<file path="config.mk">
export PLATFORM = sky130hd
export DESIGN_NAME = micro_run_ctrl
export DESIGN_NICKNAME = d
export VERILOG_FILES = /design/src/rtl/micro_run_ctrl.sv
export SDC_FILE = /design/constraint.sdc
export NUM_CORES = 1
export LEC_CHECK = 0
export ABC_CLOCK_PERIOD_IN_PS = 2800
export CORE_ASPECT_RATIO = 0.9
export CORE_MARGIN = 2
export CORE_UTILIZATION = 54
export CTS_CLUSTER_SIZE = 16
export DETAILED_ROUTE_END_ITERATION = 10
export PLACE_DENSITY = 0.79
export SLEW_MARGIN = 0
export SYNTH_ARGS = -nofsm -noshare
export SYNTH_HDL_FRONTEND = slang
export SYNTH_SLANG_ARGS = --single-unit
</file>
<file path="constraint.sdc">
create_clock -name clk -period 2.8 [get_ports clk]
set_clock_uncertainty 0.05 [all_clocks]
set_input_delay 0.56 -clock clk [delete_from_list [all_inputs] [get_ports clk]]
set_output_delay 0.56 -clock clk [all_outputs]
set_load 0.05 [all_outputs]
</file>
<file path="src/rtl/micro_run_ctrl.sv">
// Run controller for a micro-core: resets the core, enables it until halt or a
// cycle limit, then freezes it. Define MICRO_RUN_CTRL_RETIRE_CNT_EN to add a retire counter.
module micro_run_ctrl #(
  parameter int CNT_W      = 16,
  parameter int RST_CYCLES = 1,
  parameter int MAX_CYCLES = 100,
  parameter int AUTO_START = 0
) (
  input  logic             clk,
  input  logic             reset,
  input  logic             start,
  input  logic             halt,
  output logic             core_rst,
  output logic             core_en,
  output logic             busy,
  output logic             done,
  output logic             timeout,
  output logic [CNT_W-1:0] cycle_cnt
`ifdef MICRO_RUN_CTRL_RETIRE_CNT_EN
  ,
  input  logic             retire,
  output logic [CNT_W-1:0] retire_cnt
`endif
);

  if (CNT_W < 1 || CNT_W > 32) begin : g_bad_cnt_w
    $error("micro_run_ctrl: CNT_W must be in 1..32");
  end
  if (RST_CYCLES < 1 || RST_CYCLES > 255) begin : g_bad_rst_cycles
    $error("micro_run_ctrl: RST_CYCLES must be in 1..255");
  end
  if (MAX_CYCLES < 1 || longint'(MAX_CYCLES) > ((longint'(1) << CNT_W) - 1)) begin : g_bad_max_cycles
    $error("micro_run_ctrl: MAX_CYCLES must be in 1..2^CNT_W-1");
  end

  localparam logic [CNT_W-1:0] MAX_C    = CNT_W'(MAX_CYCLES);
  localparam logic [7:0]       RST_LAST = 8'(RST_CYCLES - 1);

  typedef enum logic [1:0] {
    S_IDLE     = 2'd0,
    S_CORE_RST = 2'd1,
    S_RUN      = 2'd2,
    S_DONE     = 2'd3
  } state_t;

  state_t           state;
  logic [7:0]       rst_cnt;
  logic [CNT_W-1:0] cnt_inc;
  logic             launch;

  assign cnt_inc = cycle_cnt + CNT_W'(1);
  assign launch  = start && (state == S_IDLE || state == S_DONE);

  // Outputs are set on the transition into each state so they are registered
  // values that always match the state being entered.
  always_ff @(posedge clk) begin
    if (reset) begin
      core_rst  <= 1'b1;
      core_en   <= 1'b0;
      done      <= 1'b0;
      timeout   <= 1'b0;
      cycle_cnt <= '0;
      rst_cnt   <= '0;
      if (AUTO_START != 0) begin
        state <= S_CORE_RST;
        busy  <= 1'b1;
      end else begin
        state <= S_IDLE;
        busy  <= 1'b0;
      end
    end else begin
      unique case (state)
        S_IDLE, S_DONE: begin
          if (start) begin
            state     <= S_CORE_RST;
            core_rst  <= 1'b1;
            core_en   <= 1'b0;
            busy      <= 1'b1;
            done      <= 1'b0;
            timeout   <= 1'b0;
            cycle_cnt <= '0;
            rst_cnt   <= '0;
          end
        end
        S_CORE_RST: begin
          if (rst_cnt == RST_LAST) begin
            state    <= S_RUN;
            core_rst <= 1'b0;
            core_en  <= 1'b1;
          end else begin
            rst_cnt <= rst_cnt + 8'd1;
          end
        end
        S_RUN: begin
          cycle_cnt <= cnt_inc;
          // halt has priority over the cycle limit when both land together
          if (halt) begin
            state   <= S_DONE;
            core_en <= 1'b0;
            busy    <= 1'b0;
            done    <= 1'b1;
          end else if (cnt_inc == MAX_C) begin
            state   <= S_DONE;
            core_en <= 1'b0;
            busy    <= 1'b0;
            timeout <= 1'b1;
          end
        end
      endcase
    end
  end

`ifdef MICRO_RUN_CTRL_RETIRE_CNT_EN
  always_ff @(posedge clk) begin
    if (reset || launch) begin
      retire_cnt <= '0;
    end else if (state == S_RUN && retire && retire_cnt != '1) begin
      retire_cnt <= retire_cnt + CNT_W'(1);
    end
  end
`endif

endmodule

</file>
# == Yosys cells after proc, flatten, opt, wreduce, memory -nomap -nowiden ==
# Cells that the tools add are included.
# word_totals
inputBits,4
mem_bits_ro,0
out_inout_bits,21
latch_bits,0
ram_bits,0
ff_bits,31
elab_cells,57
mem_count,0
# op_classes
n_lt_le_gt_ge,0
shifts,0
multipliers,0
n_div,0
eq_ne,11
mux,24
bitwise,0
addsub,2
n_reduce_logical,12
# op_table
cell,count
one-hot mux 16 bit (2 select lines),1
"adder 16 x 1 -> 16 bit, second input constant",1
"equality test 16 x 7 -> 1 bit, second input constant",1
2-to-1 mux 16 bit,1
2-to-1 mux 8 bit,2
one-hot mux 8 bit (2 select lines),1
AND reduction 3 bit,5
"!= test 2 bit, second input constant",6
2-to-1 mux 1 bit,9
"adder 8 x 1 -> 8 bit, second input constant",1
logical NOT 8 bit,1
2-to-1 mux 2 bit,4
one-hot mux 1 bit (2 select lines),4
one-hot mux 2 bit (3 select lines),1
"equality test 2 bit, second input constant",2
AND reduction 4 bit,1
nonzero test 2 bit,2
"!= test 3 bit, second input constant",1
one-hot mux 1 bit (3 select lines),1
"equality test 2 x 1 -> 1 bit, second input constant",1
logical NOT 2 bit,1
AND reduction 2 bit,1
OR reduction 2 bit,1

# == Depth between registers and ports, before layout ==
# Gate-level depths: netlist of the first run.
# depth
ltp_word,5
ltp_mapped,8
ltp_nobuf,8

# == Worst setup path after synthesis of the first run ==
# OpenSTA, ideal clock, no wires.
# synth_path
path_type,register -> register
from,register cycle_cnt[0]
to,register state[0]
stages_incl_launch_ff,8
slack_ns,0.032
setup_time_ns,0.121
period_less_slack_ns,2.768
t_arrival_ns,2.597
required_time_ns,2.629
n_path_buf,0
cell_sequence,dfxtp_1 > ha_1 > nand3_1 > nor4_4 > a31oi_1 > nor4_2 > o311a_4 > mux2_4
# synth_between
elab_chain_cells,4
# synth_rtl
element,line,text
"start, declared",18,output logic [CNT_W-1:0] cycle_cnt
"start signal, assigned",95,cycle_cnt <= cnt_inc;
adder 16 x 1 -> 16 bit,51,assign cnt_inc = cycle_cnt + CNT_W'(1);
equality test 16 x 7 -> 1 bit,102,end else if (cnt_inc == MAX_C) begin
!= test 3 bit (no source line),-,
AND reduction 3 bit (no source line),-,
"end signal, assigned",65,state <= S_CORE_RST;
"end signal, assigned",98,state <= S_DONE;
"end signal, assigned",103,state <= S_DONE;
"end, declared",46,state_t state;
# No other way between the ends.
# A chain may end at the register's enable or synchronous reset.

# == Worst setup path in the final report of the first run ==
# Same ends and word-level chain as after synthesis.

==> results of run 1 <==
[flip-flops by register name, indices dropped and copies added (netlist names)]
name,cells
core_en,1
rst_cnt,8
state,2
core_rst,1
done,1
busy,1
timeout,1
cycle_cnt,16
[power breakdown]
group | internal [mW] | leakage (nW) | switching (mW)
Sequential | 0.484 | 0.251 | 0.0327
Combinational | 0.189 | 0.548 | 0.318
Clock | 0.174 | 0.0422 | 0.165
[layout make-up]
class                           count  share of cell area [%]
Multi-Input combinational cell    173                    50.1
Sequential cell                    31                    28.7
Timing Repair Buffer               32                    13.9
Clock buffer                        7                    3.53
Tap cell                           42                    2.43
Inverter                            6                    1.04
Clock inverter                      1                   0.232
[final timing paths]
path,startpoint,end,slack [ns],cells after the start
setup / recovery,cycle_cnt[0],state[0],0.17,7
setup reg to reg,cycle_cnt[0],state[0],0.17,7
hold reg to reg,core_rst,core_rst,0.40,1
hold / removal,core_rst,core_rst,0.40,1
[kinds of logic (layout without fill, tap and decap cells)]
family | Yosys count | after routing | synth area share (%)
AOI/OAI and AO/OA | 55 | 55 | 18.3
DFF | 31 | 31 | 34.6
xor gates and xnor gates | 10 | 10 | 4.89
and+or+nand+nor | 97 | 97 | 29.5
buffers and inverters | 18 | 46 | 4.96
muxes | 4 | 4 | 2.79
adders and majority gates | 7 | 7 | 4.89
[metal layers]
layer / up-vias / part of all wire (%) / global-route usage, %
met4: 0 / 1.4 / 9.12
met1: 774 / 50 / 31.0
li1: 840 / - / -
met5: - / 0 / 0
met3: 7 / 5.4 / 5.74
met2: 41 / 44 / 33.9
[cells in the final DEF, fill, tap and decap left out, types with 3 or more instances in the layout]
cell type	synthesis	routed
nor3_1	9	9
nand3_1	5	5
a21oi_1	25	25
xnor2_1	4	4
nand2b_1	3	3
nand2_1	15	15
buf_4	3	8
or3_1	6	6
ha_1	7	7
clkdlybuf4s50_1	0	24
clkbuf_8	0	5
inv_1	6	6
dfxtp_1	31	31
a31oi_1	4	4
o21ai_0	14	14
and3_1	5	5
xor2_1	6	6
nand4_1	8	8
nor2_1	32	32
[critical path, stage by stage (launching register included)]
cell and delay [ns]:
dfxtp_1 0.43, ha_1 0.28, nand3_1 0.23, nor3_1 0.37, a32oi_1 0.19, nor4_2 0.43
o311a_4 0.24, mux2_4 0.30
[per-stage QoR]
stage,setup WS (ns),utilization (%),area (sq um)
6_report,0.167,69.3,2160
5_1_grt,0.0120,69.3,2160
4_1_cts,0.169,69.3,2160
3_5_place_dp,0.213,66.7,2080
3_3_place_gp,0.297,66.7,2080
2_1_floorplan,0.0317,-,1790
==> impl_results.md, run 1 <==
- Status: finished clean
- Worst Path Max Fanout: 7
- Fmax: 380 MHz
- Final ANT Viol Nets: 0
- Cts bufs inserted: 5
- WL final: 3.89 mm
- Number of DRC markers in iteration 0: 137
- Multi-input combinational cell area: 0.00108 sq mm
- Synth Flop Type: dfxtp_1
- RSZ-0062 raised after global routing: false
- H-tree levels: 2
- Antenna diode count: 0
- LEAKAGE: 0.841 nW
- Syn_area_per_cell: 8.07 sq um
- Period utilisation layout: 94.0%
- Max-Cap Viols: 0
- Synth Cell Area: 0.00179 sq mm
- Startpoint Class: flip-flop
- Max clock buf depth: 2
- Routed vias/inst: 5.69
- # hold bufs at CTS: 0
- # clock sinks: 31
- Async set-reset flop share out of synthesis: 0%
- Number of setup buffers added after CTS: 0
- Leading area contributor after synthesis: dfxtp_1
- Final HPWL from detailed placement: 2.75 mm
- Worst-margin pin slew: 0.579 ns
- Hold Path Class: flip-flop to flip-flop
- Overflow after GRT: 0
- Detailed-router iteration count before antenna repair: 4
- Setup TNS: 0 ns
- Die area: 0.00380 sq mm
- Largest net degree at the start of global routing: 24
- Hold_ws: 0.404 ns
- Mapped Nets: 233
- Endpoints failing setup: 0
- Initial Util: 57.5%
- Synth top cells by count: nor2_1 (32), dfxtp_1 (31), a21oi_1 (25)
- Rows: 19
- Cell variety after synth: 41
- Share of the synthesized area in the top cell type: 34.6%
- Proportion of layout cells with a drive suffix above 1: 9.20%
- Post-synthesis sequential area ratio: 34.6%
- GPL Wtd Cong: 0.891
- Post-Synthesis Cells: 222
- Layout area overhead: 20.5%
- Fin. Hold Viols: 0
- Tot GR Track Use: 22.5%
- Total power: 1.36 mW
- Die height: 58.6 um
- Die X-Extent: 64.7 um
- Sequential Area: 621 sq um
- Final Instance Count excl. Fillers: 292
- Setup crit end kind: flip-flop
- PortBufs: 24
- Number of global-route vias before repair: 1,439
- Count leader, synth: nor2_1
- IO Pins: 25
- Core Region: 0.00311 sq mm
- Placed Cells: 284
- CTS tree: done
- Critical path class: flip-flop to flip-flop
- First-pass GRT wire length: 6.56 mm
- Yosys warns: 0
- Relative slew slack: 61.4%
- Insertion delay to the later sink of the worst-skew pair: 0.28 ns
- Initial antenna violation count: 0
- Clock root cell: clkbuf_8
- # DRC: 0
- Resized Gates After CTS: 0
- Max-slew violation count: 0
- Clock-pin slew on the worst setup and hold paths: 0.06 ns
- Fin crit period: 2.63 ns
- Pwr per Cell Area: 631 mW/mm^2
- Synthesized flop and latch total: 31
- Worst path arrival time: 2.75 ns
- Fill cell count: 266
- Peak supply drop: 0.000519 V
- EDFF count, synth: 0
- Synth area leaders: dfxtp_1 (35%), a21oi_1 (7.0%), nor2_1 (6.7%), ha_1 (4.9%), o21ai_0 (3.9%)
- Routed WL per cell: 13.3 um
- # nets final: 260
- Crit path required time: 2.92 ns
- Vias: 1,662
No activity file was read; power rests on OpenSTA's default activity.
==> run 2, diff against run 1 <==
--- a/config.mk
+++ b/config.mk
@@ -11,6 +11,7 @@
 export CORE_UTILIZATION = 54
 export CTS_CLUSTER_SIZE = 16
 export DETAILED_ROUTE_END_ITERATION = 10
+export HOLD_SLACK_MARGIN = 0.08
 export PLACE_DENSITY = 0.79
 export SLEW_MARGIN = 0
 export SYNTH_ARGS = -nofsm -noshare
==> results of run 2 <==
No change in the layout: final DEF, timing and power equal those of run 1.
==> run 3, diff against run 2 <==
--- a/config.mk
+++ b/config.mk
@@ -5,14 +5,14 @@
 export SDC_FILE = /design/constraint.sdc
 export NUM_CORES = 1
 export LEC_CHECK = 0
-export ABC_CLOCK_PERIOD_IN_PS = 2800
+export ABC_CLOCK_PERIOD_IN_PS = 3300
 export CORE_ASPECT_RATIO = 0.9
 export CORE_MARGIN = 2
-export CORE_UTILIZATION = 54
+export CORE_UTILIZATION = 58
 export CTS_CLUSTER_SIZE = 16
 export DETAILED_ROUTE_END_ITERATION = 10
 export HOLD_SLACK_MARGIN = 0.08
-export PLACE_DENSITY = 0.79
+export PLACE_DENSITY = 0.84
 export SLEW_MARGIN = 0
 export SYNTH_ARGS = -nofsm -noshare
 export SYNTH_HDL_FRONTEND = slang
==> constraint.sdc (replaced) <==
create_clock -name clk -period 3.3 [get_ports clk]
set_clock_uncertainty 0.05 [all_clocks]
set_input_delay 0.66 -clock clk [delete_from_list [all_inputs] [get_ports clk]]
set_output_delay 0.66 -clock clk [all_outputs]
set_load 0.05 [all_outputs]
==> impl_results.md, run 3 (synthesis results as in run 1) <==
- Status: finished clean
- Crit path required time: 3.49 ns (+0.57 ns)
- Pwr per Cell Area: 531 mW/mm^2 (-16%)
- # nets final: 254 (-2.3%)
- WL final: 3.73 mm (-4.1%)
- Setup TNS: 0 ns (unchanged)
- Initial antenna violation count: 0 (unchanged)
- Routed WL per cell: 13.0 um (-2.1%)
- Multi-input combinational cell area: 0.00108 sq mm (unchanged)
- Commonest non-fill, non-tap cell in the layout: nor2_1
- Total power: 1.12 mW (-18%)
- Setup crit end kind: flip-flop
- Crit path buf inv count: 0 (unchanged)
- Clock-pin slew on the worst setup and hold paths: 0.09 ns (+0.03 ns)
- First-pass GRT wire length: 6.20 mm (-5.5%)
- RSZ-0062 raised after global routing: false
- Fmax: 376 MHz (-1.0%)
- R2R cell count: 7 (unchanged)
- Critical Path, Cell by Cell: ha_1 -> nand3_1 -> nor3_1 -> a32oi_1 -> nor4_2 -> o311a_4 -> mux2_4
- # DRC: 0 (unchanged)
- Worst hold start: core_rst
- Fin. Hold Viols: 0 (unchanged)
- Worst path arrival time: 2.85 ns (+0.10 ns)
- Delay-heaviest family, CP: simple AND/OR/NAND/NOR gates
- Fill cell count: 276 (+3.8%)
- Rows: 19 (unchanged)
- Number of global-route vias before repair: 1,428 (-0.76%)
- Clock root cell: clkbuf_4
- DP Area: 0.00203 sq mm (-2.2%)
- Final Instance Count excl. Fillers: 286 (-2.1%)
- Detailed-router iteration count before antenna repair: 4 (unchanged)
- Hold depth: 1 (unchanged)
- FF-to-FF End: state[1]
- PortBufs: 24 (unchanged)
- Period utilisation layout: 80.6% (-13 points)
- Initial Util: 59.8% (+2.3 points)
- Tot GR Track Use: 21.8% (-0.67 points)
- Endpoints failing setup: 0 (unchanged)
- Most flop-heavy register: cycle_cnt
- Max clock buf depth: 2 (unchanged)
- Commonest cells after routing, fill and taps aside: nor2_1 (32), dfxtp_1 (31), a21oi_1 (25)
- Worst-margin pin slew: 0.682 ns (+0.102 ns)
- Max reg flops: 16 (unchanged)
- Hold EP: core_rst
- GPL Wtd Cong: 0.840 (-5.8%)
- Critical path class: flip-flop to flip-flop
- Largest net degree at the start of global routing: 24 (unchanged)
- # hold bufs at CTS: 0 (unchanged)
- Die height: 56.7 um (-3.3%)
- Resized Gates After CTS: 0 (unchanged)
- Sequential Area: 621 sq um (unchanged)
- Core Region: 0.00300 sq mm (-3.8%)
- Layout area overhead: 17.3%
- Relative slew slack: 54.5% (-6.9 points)
- Die area: 0.00355 sq mm (-6.5%)
- Hold Path Class: flip-flop to flip-flop
- LEAKAGE: 0.807 nW (-4.0%)
- Startpoint Class: flip-flop
- IO Pins: 25 (unchanged)
- # clock sinks: 31 (unchanged)
- Final instance area: 0.00210 sq mm (-2.7%)
- Insertion delay to the later sink of the worst-skew pair: 0.35 ns (+0.07 ns)
- Number of setup buffers added after CTS: 0 (unchanged)
- Critical Path Start: cycle_cnt[0]
- Number of DRC markers in iteration 0: 117 (-15%)
- H-tree levels: 2 (unchanged)
- Max-slew violation count: 0 (unchanged)
- Max incr delay on CP: 0.48 ns (+0.05 ns)
- Antenna diode count: 0 (unchanged)
- Placed Cells: 278 (-2.1%)
- Hold_ws: 0.412 ns (+0.00763 ns)
- Critical path depth: 7 (unchanged)
- Crit path max-delay cell type: nor4_2
- Vias: 1,650 (-0.72%)
- Worst Path Max Fanout: 7 (unchanged)
- Proportion of layout cells with a drive suffix above 1: 7.38% (-1.8 points)
- Fin crit period: 2.66 ns (+0.0272 ns)
- Peak supply drop: 0.000456 V (-12%)
- Max-Cap Viols: 0 (unchanged)
- Overflow after GRT: 0 (unchanged)
- Reg2reg setup slack: 0.64 ns (+0.47 ns)
- Die X-Extent: 62.6 um (-3.3%)
- Final HPWL from detailed placement: 2.55 mm (-7.1%)
- Routed vias/inst: 5.77 (+1.4%)
- Final ANT Viol Nets: 0 (unchanged)
- Largest regs: cycle_cnt (16), rst_cnt (8), state (2)
- Cts bufs inserted: 5 (unchanged)
- CTS tree: done
- Reg-to-Reg Start: cycle_cnt[0]
[run 3: changes by cell type in the layout (fill, tap and decap cells not counted), sizes merged]
cell / previous run / this run
clkbuf: 7 / 8
buf: 8 / 2
clkinv: 1 / 0
[run 3: worst reg2reg max path, delay by kind of cell, from the launching register on]
kind / cells / cell delay (ns)
flip-flops: 1 / 0.43
AND/OR/NAND/NOR: 3 / 1.08
AO/OA/AOI/OAI: 2 / 0.43
adder cells (fa/ha/maj): 1 / 0.27
multiplexers: 1 / 0.29
[run 3: layout make-up]
type                       count  area share, %
tap                           42           2.50
inverter                       6           1.07
clock buffer                   8           3.27
sequential                    31           29.5
multi-input combinational    173           51.5
timing repair buffer          26           12.1
[run 3: worst max-delay path by stage]
stage | endpoint | slack (ns)
2_1_floorplan | state[0] | 0.53
3_3_place_gp | state[0] | 0.67
3_5_place_dp | state[1] | 0.67
4_1_cts | state[1] | 0.64
5_1_grt | state[1] | 0.48
6_report | state[1] | 0.64
[run 3: routing by layer]
layer  routed length, um  track usage (%)  share of wire [%]
met1                1800             28.9                 48
met2                1570             31.6                 42
met3                 298             7.62                8.0
met4                  61             10.5                1.6
met5                   0                0                  0
[run 3: power by group]
part | total (mW) | internal [mW] | switching [mW]
combinational | 0.419 | 0.154 | 0.265
sequential | 0.439 | 0.410 | 0.0288
clock | 0.259 | 0.125 | 0.134
[run 3: metrics by stage]
stage / utilization [%] / setup WS [ns]
floorplan: - / 0.532
detailed placement: 67.9 / 0.666
CTS: 70.2 / 0.638
global placement: 67.9 / 0.666
global route: 70.2 / 0.480
finish: 70.2 / 0.640
